--- src/rtl/xmpl_dsp_seq_pkg.sv ---
// Shared types and width helpers for the xmpl_dsp_seq stage sequencer.
// Consumers: xmpl_dsp_seq (top) and xmpl_dsp_seq_sel (priority finder).
package xmpl_dsp_seq_pkg;

  typedef enum logic [2:0] {
    S_IDLE = 3'd0,
    S_SEL  = 3'd1,
    S_RUN  = 3'd2,
    S_GAP  = 3'd3,
    S_DONE = 3'd4,
    S_ERR  = 3'd5
  } state_e;

  // Width of a stage index; never below one bit.
  function automatic int idx_w(input int n);
    return (n > 1) ? $clog2(n) : 1;
  endfunction

  // Width of a counter that must hold the value n.
  function automatic int cnt_w(input int n);
    return (n > 0) ? $clog2(n + 1) : 1;
  endfunction

endpackage

--- src/rtl/xmpl_dsp_seq_sel.sv ---
// Combinational priority finder: lowest set mask bit at an index >= from_idx.
// from_idx is one bit wider than a stage index so "past the last stage" is representable.
module xmpl_dsp_seq_sel #(
  parameter int N_STAGES = 3,
  parameter int IW       = 2
) (
  input  logic [N_STAGES-1:0] mask,
  input  logic [IW:0]         from_idx,
  output logic                found,
  output logic [IW:0]         next_idx
);

  localparam int IW1 = IW + 1;

  // Scan downwards so the lowest qualifying index is the last one written.
  always_comb begin
    found    = 1'b0;
    next_idx = '0;
    for (int i = N_STAGES - 1; i >= 0; i--) begin
      if (mask[i] && (IW1'(i) >= from_idx)) begin
        found    = 1'b1;
        next_idx = IW1'(i);
      end
    end
  end

endmodule

--- src/rtl/xmpl_dsp_seq.sv ---
// N-stage DSP pipeline sequencer: enables one masked stage at a time and waits for its done.
// Optional per-stage run timeout is built when XMPL_DSP_SEQ_TIMEOUT_EN is defined.
module xmpl_dsp_seq
  import xmpl_dsp_seq_pkg::*;
#(
  parameter int N_STAGES    = 3,
  parameter int GAP_CYC     = 1,
  parameter int TIMEOUT_CYC = 1024,
  parameter int STATE_W     = 3,
  parameter int PASS_W      = 16,
  localparam int IW         = idx_w(N_STAGES)
) (
  input  logic                clk_i,
  input  logic                reset_i,
  input  logic                start_i,
  input  logic                abort_i,
  input  logic                continuous_i,
  input  logic [N_STAGES-1:0] stage_mask_i,
  input  logic [N_STAGES-1:0] stage_status_i,
  output logic [N_STAGES-1:0] stage_en_o,
  output logic [IW-1:0]       cur_stage_o,
  output logic                busy_o,
  output logic                done_o,
  output logic                err_o,
  output logic [PASS_W-1:0]   pass_cnt_o,
  output logic [STATE_W-1:0]  fsm_state_o
);

  localparam logic [2:0] ST_IDLE = 3'(S_IDLE);
  localparam logic [2:0] ST_SEL  = 3'(S_SEL);
  localparam logic [2:0] ST_RUN  = 3'(S_RUN);
  localparam logic [2:0] ST_GAP  = 3'(S_GAP);
  localparam logic [2:0] ST_DONE = 3'(S_DONE);
  localparam logic [2:0] ST_ERR  = 3'(S_ERR);
  localparam int         GW      = cnt_w(GAP_CYC);

  logic [2:0]          state_q;
  logic [IW:0]         idx_q;
  logic [N_STAGES-1:0] mask_q;
  logic [GW-1:0]       gap_q;
  logic [PASS_W-1:0]   pass_q;

  logic                restart;
  logic [N_STAGES-1:0] sel_mask;
  logic [IW:0]         sel_from;
  logic                sel_found;
  logic [IW:0]         sel_idx;
  logic                status_hit;
  logic                gap_last;
  logic                tmo_hit;

  // A continuous restart searches the freshly sampled mask from stage 0 while still in DONE,
  // so the first stage of the next pass is enabled the cycle after done_o.
  assign restart  = (state_q == ST_DONE) && continuous_i;
  assign sel_mask = restart ? stage_mask_i : mask_q;
  assign sel_from = restart ? '0 : idx_q;

  xmpl_dsp_seq_sel #(
    .N_STAGES(N_STAGES),
    .IW      (IW)
  ) u_sel (
    .mask    (sel_mask),
    .from_idx(sel_from),
    .found   (sel_found),
    .next_idx(sel_idx)
  );

  assign status_hit = (state_q == ST_RUN) && stage_status_i[idx_q[IW-1:0]];
  assign gap_last   = (int'(gap_q) >= GAP_CYC - 1);

`ifdef XMPL_DSP_SEQ_TIMEOUT_EN
  localparam int TW = cnt_w(TIMEOUT_CYC);
  logic [TW-1:0] tmo_q;

  // Held at zero outside RUN, so it restarts from zero on every RUN entry.
  always_ff @(posedge clk_i) begin
    if (reset_i || (state_q != ST_RUN)) tmo_q <= '0;
    else                                tmo_q <= tmo_q + 1'b1;
  end

  assign tmo_hit = (state_q == ST_RUN) && (int'(tmo_q) >= TIMEOUT_CYC - 1);
  assign err_o   = (state_q == ST_ERR);
`else
  // Feature off: the timeout value is only referenced to keep the parameter list uniform.
  assign tmo_hit = (TIMEOUT_CYC < 0) && 1'b0;
  assign err_o   = 1'b0;
`endif

  always_ff @(posedge clk_i) begin
    if (reset_i) begin
      state_q <= ST_IDLE;
      idx_q   <= '0;
      mask_q  <= '0;
      gap_q   <= '0;
      pass_q  <= '0;
    end else if (abort_i && (state_q != ST_IDLE)) begin
      state_q <= ST_IDLE;
      idx_q   <= '0;
    end else begin
      case (state_q)
        ST_IDLE, ST_ERR: begin
          if (start_i) begin
            state_q <= ST_SEL;
            mask_q  <= stage_mask_i;
            idx_q   <= '0;
          end
        end
        ST_SEL: begin
          if (sel_found) begin
            state_q <= ST_RUN;
            idx_q   <= sel_idx;
          end else begin
            state_q <= ST_DONE;
          end
        end
        ST_RUN: begin
          if (status_hit) begin
            idx_q   <= idx_q + 1'b1;
            gap_q   <= '0;
            state_q <= (GAP_CYC > 0) ? ST_GAP : ST_SEL;
          end else if (tmo_hit) begin
            state_q <= ST_ERR;
          end
        end
        ST_GAP: begin
          if (gap_last) state_q <= ST_SEL;
          else          gap_q   <= gap_q + 1'b1;
        end
        ST_DONE: begin
          pass_q <= pass_q + 1'b1;
          if (continuous_i) begin
            mask_q <= stage_mask_i;
            if (sel_found) begin
              state_q <= ST_RUN;
              idx_q   <= sel_idx;
            end else begin
              state_q <= ST_SEL;
              idx_q   <= '0;
            end
          end else begin
            state_q <= ST_IDLE;
          end
        end
        default: state_q <= ST_IDLE;
      endcase
    end
  end

  always_comb begin
    stage_en_o = '0;
    if (state_q == ST_RUN) stage_en_o[idx_q[IW-1:0]] = 1'b1;
  end

  assign cur_stage_o = idx_q[IW-1:0];
  assign busy_o      = (state_q != ST_IDLE) && (state_q != ST_ERR);
  assign done_o      = (state_q == ST_DONE);
  assign pass_cnt_o  = pass_q;
  assign fsm_state_o = STATE_W'(state_q);

endmodule
--- config.mk ---
export PLATFORM = sky130hd
export DESIGN_NAME = xmpl_dsp_seq
export DESIGN_NICKNAME = d
export VERILOG_FILES = /design/src/rtl/xmpl_dsp_seq_pkg.sv /design/src/rtl/xmpl_dsp_seq_sel.sv /design/src/rtl/xmpl_dsp_seq.sv
export SDC_FILE = /design/constraint.sdc
export NUM_CORES = 1
export LEC_CHECK = 0
export ABC_AREA = 1
export BUFFER_PORTS_ARGS = -buffer_cell sky130_fd_sc_hd__buf_2
export CORE_ASPECT_RATIO = 0.75
export CORE_MARGIN = 4
export CORE_UTILIZATION = 25
export DETAILED_ROUTE_END_ITERATION = 7
export MAX_ROUTING_LAYER = met4
export PLACE_DENSITY = 0.4
export SYNTH_ARGS = -nofsm -noshare
export SYNTH_HDL_FRONTEND = slang
export SYNTH_SLANG_ARGS = --single-unit
--- constraint.sdc ---
create_clock -name clk_i -period 3.1 [get_ports clk_i]
set_input_delay 0.31 -clock clk_i [delete_from_list [all_inputs] [get_ports clk_i]]
set_output_delay 0.31 -clock clk_i [all_outputs]
set_load 0.005 [all_outputs]
==> flow_metrics.env, run 1 <==
export IMPL_outcome="complete, no violations"
export IMPL_cts_setup_buffers=0
export IMPL_hold_buffers=0
export IMPL_cp_num_buf_inv=3
export IMPL_cp_endpoint="stage_en_o[0]"
export IMPL_skew_ns=0.00214
export IMPL_vias=1445
export IMPL_irDropWorstVdd_mv=0.278
export IMPL_tns_ns=0
export IMPL_grt_util_all_layers_pct=11.5
export IMPL_seq_area_sq_um=500
export IMPL_powerDensity_nw_per_um2=669
export IMPL_syn_area_per_cell_sq_um=6.92
export IMPL_ctsResizeCount=0
export IMPL_nNetsFinal=276
export IMPL_final_util_pct=31.1
export IMPL_worst_path_max_delay_cell="dfxtp_1"
export IMPL_grt_pass1_wl_mm=6.91
export IMPL_crit_family="flip-flops"
export IMPL_hpwl_mm=3.25
export IMPL_routed_wl_mm=4.11
export IMPL_path_depth=6
export IMPL_antenna_found_initial=0
export IMPL_wl_met1_mm=2.45
export IMPL_clkLatencyLatePin_ns=0.27
export IMPL_cts_sinks=25
export IMPL_fmax_ghz=0.546
export IMPL_dr_pass1_iters=4
export IMPL_crit_required_ns=2.79
export IMPL_synth_area_leaders="dfxtp_1 32%, nand2_1 11%, a21oi_1 6.7%"
export IMPL_synth_seq_cells=25
export IMPL_dominantRegCellSynth="dfxtp_1"
export IMPL_insertedDiodeCount=0
export IMPL_layout_drive_gt1_share_pct=23.9
export IMPL_leakage_nw=0.855
export IMPL_io_buffers=36
export IMPL_wire_per_inst_microns=12.2
export IMPL_r2r_start="fsm_state_o[2]"
export IMPL_grt_overflow_total=0
export IMPL_crit_fanout=12
export IMPL_timing_final_ws_setup_ns=1.27
export IMPL_initialDrtViolationCount=90
export IMPL_initial_core_util_pct=26.3
export IMPL_pin_count=38
export IMPL_netlist_area_sq_um=1560
export IMPL_cp_common_cell="nor2_1"
export IMPL_grt_max_degree=14
export IMPL_slowest_delay_ns=0.47
export IMPL_min_period_over_period_pct=59.1
export IMPL_dieArea_sq_um=7570
export IMPL_critPathLaunch="fsm_state_o[2]"
export IMPL_async_flop_share_pct=0
export IMPL_dr_wl_met3_microns=143
export IMPL_timing_final_crit_period_ns=1.83
export IMPL_cts_tree="built"
export IMPL_ys_seq_area_share_pct=32.1
export IMPL_cts_buffers_inserted=3
export IMPL_yosys_warnings=0
export IMPL_route_met2_wl_mm=1.49
export IMPL_mostFrequentLayoutCells="47 x nand2_1, 36 x buf_2, 27 x inv_1, 25 x dfxtp_1, 23 x nor2_1"
export IMPL_rsz0062_at_grt="false"
export IMPL_synth_edf_count=0
export IMPL_crit_path_cell_trace="inv_4 -> nand2_1 -> nor2_1 -> inv_1 -> nor2_1 -> buf_2"
export IMPL_grt_pass1_vias=1327
export IMPL_clk_pin_slew_worst_paths_ns=0.09
export IMPL_report_final_slew_viol_count=0
export IMPL_synth_nets=241
export IMPL_cts_max_level=1
export IMPL_root_buffer="clkbuf_8"
export IMPL_multi_input_area_sq_um=897
export IMPL_critPathKind="flop to output port"
export IMPL_synthCells=225
export IMPL_syn_to_final_growth_pct=18.2
export IMPL_drv_cap=0
export IMPL_postRouteAntennaNets=0
export IMPL_end_kind="output port"
export IMPL_r2r_slack_ns=1.49
export IMPL_core_sq_um=5920
export IMPL_cts_path_max_buffers=2
export IMPL_drc=0
export IMPL_gp_congestion=0.806
export IMPL_routed_top_layer="met4"
export IMPL_rows=24
export IMPL_cp_start_kind="flop"
export IMPL_final_common_cell="nand2_1"
export IMPL_die_width_microns=99.2
export IMPL_vias_per_cell=4.29
export IMPL_holdCritPathClass="input pin to flop"
export IMPL_total_power_w=0.00123
export IMPL_nFillCells=669
export IMPL_setup_viol=0
export IMPL_hold_viol=0
export IMPL_arrival_ns=1.52
export IMPL_reg2reg_depth=7
export IMPL_post_synth_top_area_cell="dfxtp_1"
export IMPL_ys_types=34
export IMPL_r2r_end="idx_q[1]"
export IMPL_dpl_worst_slack_ns=1.49
export IMPL_synth_top_area_share_pct=32.1
export IMPL_fp_dieH_microns=76.4
==> how the worst min path moves through the flow <==
stage / from / endpoint / slack (ns) / depth (start not counted)
after floorplan: stage_mask_i[0] / mask_q[0] / 0.46 / 2
after global placement: pass_cnt_o[15] / pass_cnt_o[15] / 0.49 / 2
after detailed placement: pass_cnt_o[15] / pass_cnt_o[15] / 0.49 / 2
after CTS: stage_mask_i[1] / mask_q[1] / 0.31 / 3
after global routing: stage_mask_i[1] / mask_q[1] / 0.32 / 3
final: stage_mask_i[1] / mask_q[1] / 0.30 / 3
==> kinds of logic after synthesis <==
| family | after synthesis | synth area share [%] |
|---|---|---|
| buffers and inverters | 37 | 10.3 |
| other | 1 | 0.241 |
| and+or+nand+nor | 113 | 37.2 |
| adders and majority gates | 5 | 4.02 |
| DFF | 25 | 32.1 |
| AOI/OAI and AO/OA | 39 | 13.3 |
| xor gates and xnor gates | 5 | 2.81 |
==> layer usage <==
metal | vias to the layer above | global-route usage [%]
met5 | - | -
met4 | 0 | 2.05
met3 | 2 | 2.20
met2 | 25 | 14.3
met1 | 622 | 18.6
li1 | 796 | -
==> metrics by stage <==
stage | hold slack (ns) | cell area (sq um) | cells
2_1_floorplan | 0.459 | 1560 | 225
3_3_place_gp | 0.491 | 1800 | 333
3_5_place_dp | 0.488 | 1800 | 333
4_1_cts | 0.309 | 1840 | 337
5_1_grt | 0.325 | 1840 | 337
6_report | 0.301 | 1840 | 337
==> cell type report <==
cell class              count  share of cell area [%]
clock buffers               4                    2.45
flip-flops and latches     25                    27.2
inverters                  31                    6.59
multi-input cells         163                    48.7
repair buffers             36                    9.78
well taps                  78                    5.30
==> worst min-delay path, delay by kind of cell <==
family	cells	cell delay, ns
buf+inv	2	0.12
compound gates	1	0.11
==> where the power goes <==
group,internal (W),switching (W),total (W)
registers,0.000375,0.0000765,0.000451
logic,0.000203,0.000376,0.000579
clock network,0.0000920,0.000109,0.000201
total,0.000669,0.000562,0.00123
==> Yosys cell counts, types with 4 or more instances <==
cell     instances
nand2_1         47
inv_1           27
dfxtp_1         25
nor2_1          23
a21oi_1         21
nand3_1         12
o21ai_0         10
nand4_1          6
ha_1             5
nor2_2           5
o21ai_1          5
buf_4            4
nor3_1           4
==> state kept, by name, indices dropped and copies added, names as in the netlist <==
| register | count |
|---|---|
| fsm_state_o | 3 |
| mask_q | 3 |
| pass_cnt_o | 16 |
| idx_q | 3 |
No activity file was read; power rests on OpenSTA's default activity.
==> run 2, diff against run 1 <==
--- a/config.mk
+++ b/config.mk
@@ -5,14 +5,14 @@
 export SDC_FILE = /design/constraint.sdc
 export NUM_CORES = 1
 export LEC_CHECK = 0
-export ABC_AREA = 1
+export ABC_AREA = 0
 export BUFFER_PORTS_ARGS = -buffer_cell sky130_fd_sc_hd__buf_2
 export CORE_ASPECT_RATIO = 0.75
 export CORE_MARGIN = 4
 export CORE_UTILIZATION = 25
 export DETAILED_ROUTE_END_ITERATION = 7
 export MAX_ROUTING_LAYER = met4
-export PLACE_DENSITY = 0.4
+export PLACE_DENSITY = 0.41
 export SYNTH_ARGS = -nofsm -noshare
 export SYNTH_HDL_FRONTEND = slang
 export SYNTH_SLANG_ARGS = --single-unit
==> constraint.sdc (replaced) <==
create_clock -name clk_i -period 1.75 [get_ports clk_i]
set_input_delay 0.175 -clock clk_i [delete_from_list [all_inputs] [get_ports clk_i]]
set_output_delay 0.175 -clock clk_i [all_outputs]
set_load 0.005 [all_outputs]
==> run 2 against run 1 <==
Effect of this change:
- die area down 4.9%
- utilization up 2.2 points
- via count down 4.3%
- clock skew down 0.00069 ns
- non-clock buffer count up 14
==> flow_metrics.env, run 2 <==
export IMPL_outcome="complete, no violations"
export IMPL_ys_top_cells_by_count="25 x dfxtp_1, 21 x nor2_1, 12 x o21ai_0, 10 x a21oi_1, 10 x nand2_1"
export IMPL_routed_top_layer="met4"
export IMPL_cts_path_max_buffers=2
export IMPL_largest_reg_flops=16
export IMPL_grt_pass1_wl_mm=6.69
export IMPL_synth_area_leaders="dfxtp_1 34%, nor2_1 5.3%, ha_1 4.2%"
export IMPL_clkLatencyLatePin_ns=0.27
export IMPL_syn_to_final_growth_pct=24.9
export IMPL_worst_path_max_delay_cell="a2111o_1"
export IMPL_route_met2_wl_mm=1.46
export IMPL_skew_ns=0.00145
export IMPL_grt_max_degree=22
export IMPL_r2r_start="idx_q[1]"
export IMPL_dominantRegCellSynth="dfxtp_1"
export IMPL_mostFrequentLayoutCells="36 x buf_2, 22 x dfxtp_1, 21 x nor2_1, 14 x buf_4, 12 x o21ai_0"
export IMPL_yosys_warnings=0
export IMPL_layout_drive_gt1_share_pct=28.1
export IMPL_grt_util_all_layers_pct=11.5
export IMPL_synth_nets=198
export IMPL_pin_count=38
export IMPL_critPathLaunch="idx_q[1]"
export IMPL_crit_required_ns=1.93
export IMPL_nFillCells=633
export IMPL_fmax_ghz=0.591
export IMPL_total_power_w=0.00160
export IMPL_postRouteAntennaNets=0
export IMPL_min_period_over_period_pct=96.8
export IMPL_powerDensity_nw_per_um2=867
export IMPL_yosysMostFrequentCell="dfxtp_1"
export IMPL_fp_dieH_microns=74.5
export IMPL_initial_core_util_pct=26.7
export IMPL_clk_pin_slew_worst_paths_ns=0.09
export IMPL_root_buffer="clkbuf_8"
export IMPL_initialDrtViolationCount=97
export IMPL_die_width_microns=96.7
export IMPL_dr_wl_met3_microns=182
export IMPL_ys_seq_area_share_pct=34.0
export IMPL_dr_pass1_iters=4
export IMPL_io_buffers=36
export IMPL_hpwl_mm=2.99
export IMPL_grt_pass1_vias=1286
export IMPL_wire_per_inst_microns=13.0
export IMPL_final_util_pct=33.3
export IMPL_cts_sinks=25
export IMPL_end_kind="flop"
export IMPL_synth_top_area_share_pct=34.0
export IMPL_netlist_area_sq_um=1470
export IMPL_setup_viol=0
export IMPL_post_synth_top_area_cell="dfxtp_1"
export IMPL_wl_met1_mm=2.21
export IMPL_critPathKind="flop to flop"
export IMPL_cts_buffers_inserted=3
export IMPL_holdCritPathClass="input pin to flop"
export IMPL_worstHoldStart="stage_mask_i[1]"
export IMPL_ys_types=43
export IMPL_report_final_slew_viol_count=0
export IMPL_dpl_cell_count=295
export IMPL_insertedDiodeCount=0
export IMPL_rows=23
export IMPL_cp_start_kind="flop"
export IMPL_cts_max_level=1
export IMPL_gp_congestion=0.746
export IMPL_synth_seq_cells=25
export IMPL_dieArea_sq_um=7200
export IMPL_vias=1383
export IMPL_nNetsFinal=241
export IMPL_core_sq_um=5530
export IMPL_async_flop_share_pct=0
export IMPL_drv_cap=0
export IMPL_syn_area_per_cell_sq_um=8.10
export IMPL_irDropWorstVdd_mv=0.264
export IMPL_arrival_ns=1.87
export IMPL_cts_tree="built"
export IMPL_synth_edf_count=0
export IMPL_antenna_found_initial=0
export IMPL_crit_fanout=7
export IMPL_crit_path_cell_trace="buf_4 -> o31a_1 -> a2111o_1 -> a311oi_1"
export IMPL_rsz0062_at_grt="false"
export IMPL_grt_overflow_total=0
export IMPL_leakage_nw=0.756
export IMPL_vias_per_cell=4.63
export IMPL_timing_final_crit_period_ns=1.69
export IMPL_fin_cells=299
export IMPL_final_common_cell="buf_2"
export IMPL_drc=0
export IMPL_routed_wl_mm=3.88
export IMPL_synthCells=182
export IMPL_tns_ns=0
export IMPL_slowest_delay_ns=0.50
export IMPL_hold_viol=0
==> run 2: worst paths after layout <==
kind              endpoint  slack (ns)  cells after the start
min              mask_q[1]        0.17                      3
max               idx_q[0]        0.06                      4
min reg2reg  pass_cnt_o[8]        0.50                      2
max reg2reg       idx_q[0]        0.06                      4
==> run 2: cell families (layout without fill, tap and decap cells) <==
family                   count (synthesis)  count (layout)  share of synthesized area [%]
AO/OA/AOI/OAI                           40              40                           18.1
XOR/XNOR                                11              11                           6.54
adder cells (fa/ha/maj)                  5               5                           4.24
buffers and inverters                   21              63                           6.88
flip-flops                              25              25                           34.0
multiplexers                             3               3                           2.12
other                                    1               1                          0.254
AND/OR/NAND/NOR                         76              76                           27.9
==> run 2: routing by layer <==
layer,global-route usage [%],up-vias
li1,-,725
met1,17.6,629
met2,15.1,25
met3,2.72,4
met4,1.87,0
met5,-,-
==> run 2: metrics by stage <==
step	hold WS [ns]	worst slack, ns	area (sq um)
2_1_floorplan	0.311	0.221	1470
3_3_place_gp	0.451	0.0768	1790
3_5_place_dp	0.453	0.0883	1790
4_1_cts	0.153	0.0610	1830
5_1_grt	0.163	0.00681	1840
6_report	0.165	0.0568	1840
==> run 2: repair_timing <==
| item | 4_1_cts | 5_1_grt |
|---|---|---|
| setup buffers | 0 | 0 |
| hold buffers | 0 | 0 |
| gates resized for setup | 0 | 5 |
| setup endpoints to repair | 0 | 10 |
==> run 2: where the power goes <==
part	internal [W]	switching (W)	total [W]	leakage (nW)
combinational	0.000276	0.000302	0.000578	0.529
clock	0.000163	0.000183	0.000346	0.0228
sequential	0.000614	0.0000576	0.000671	0.204
==> run 2: area by class of cell <==
cell class | instances | area, sq um | share of cell area (%)
Inverter | 9 | 33.8 | 1.84
Clock buffer | 4 | 45.0 | 2.45
Timing Repair Buffer | 50 | 285 | 15.5
Multi-Input combinational cell | 136 | 878 | 47.7
Sequential cell | 25 | 504 | 27.4
Tap cell | 75 | 93.8 | 5.10
==> run 2: critical path, delay by kind of cell (launching register included) <==
family          cells  cell delay (ns)
compound gates      3             1.07
buf+inv             1             0.16
flops               1             0.37
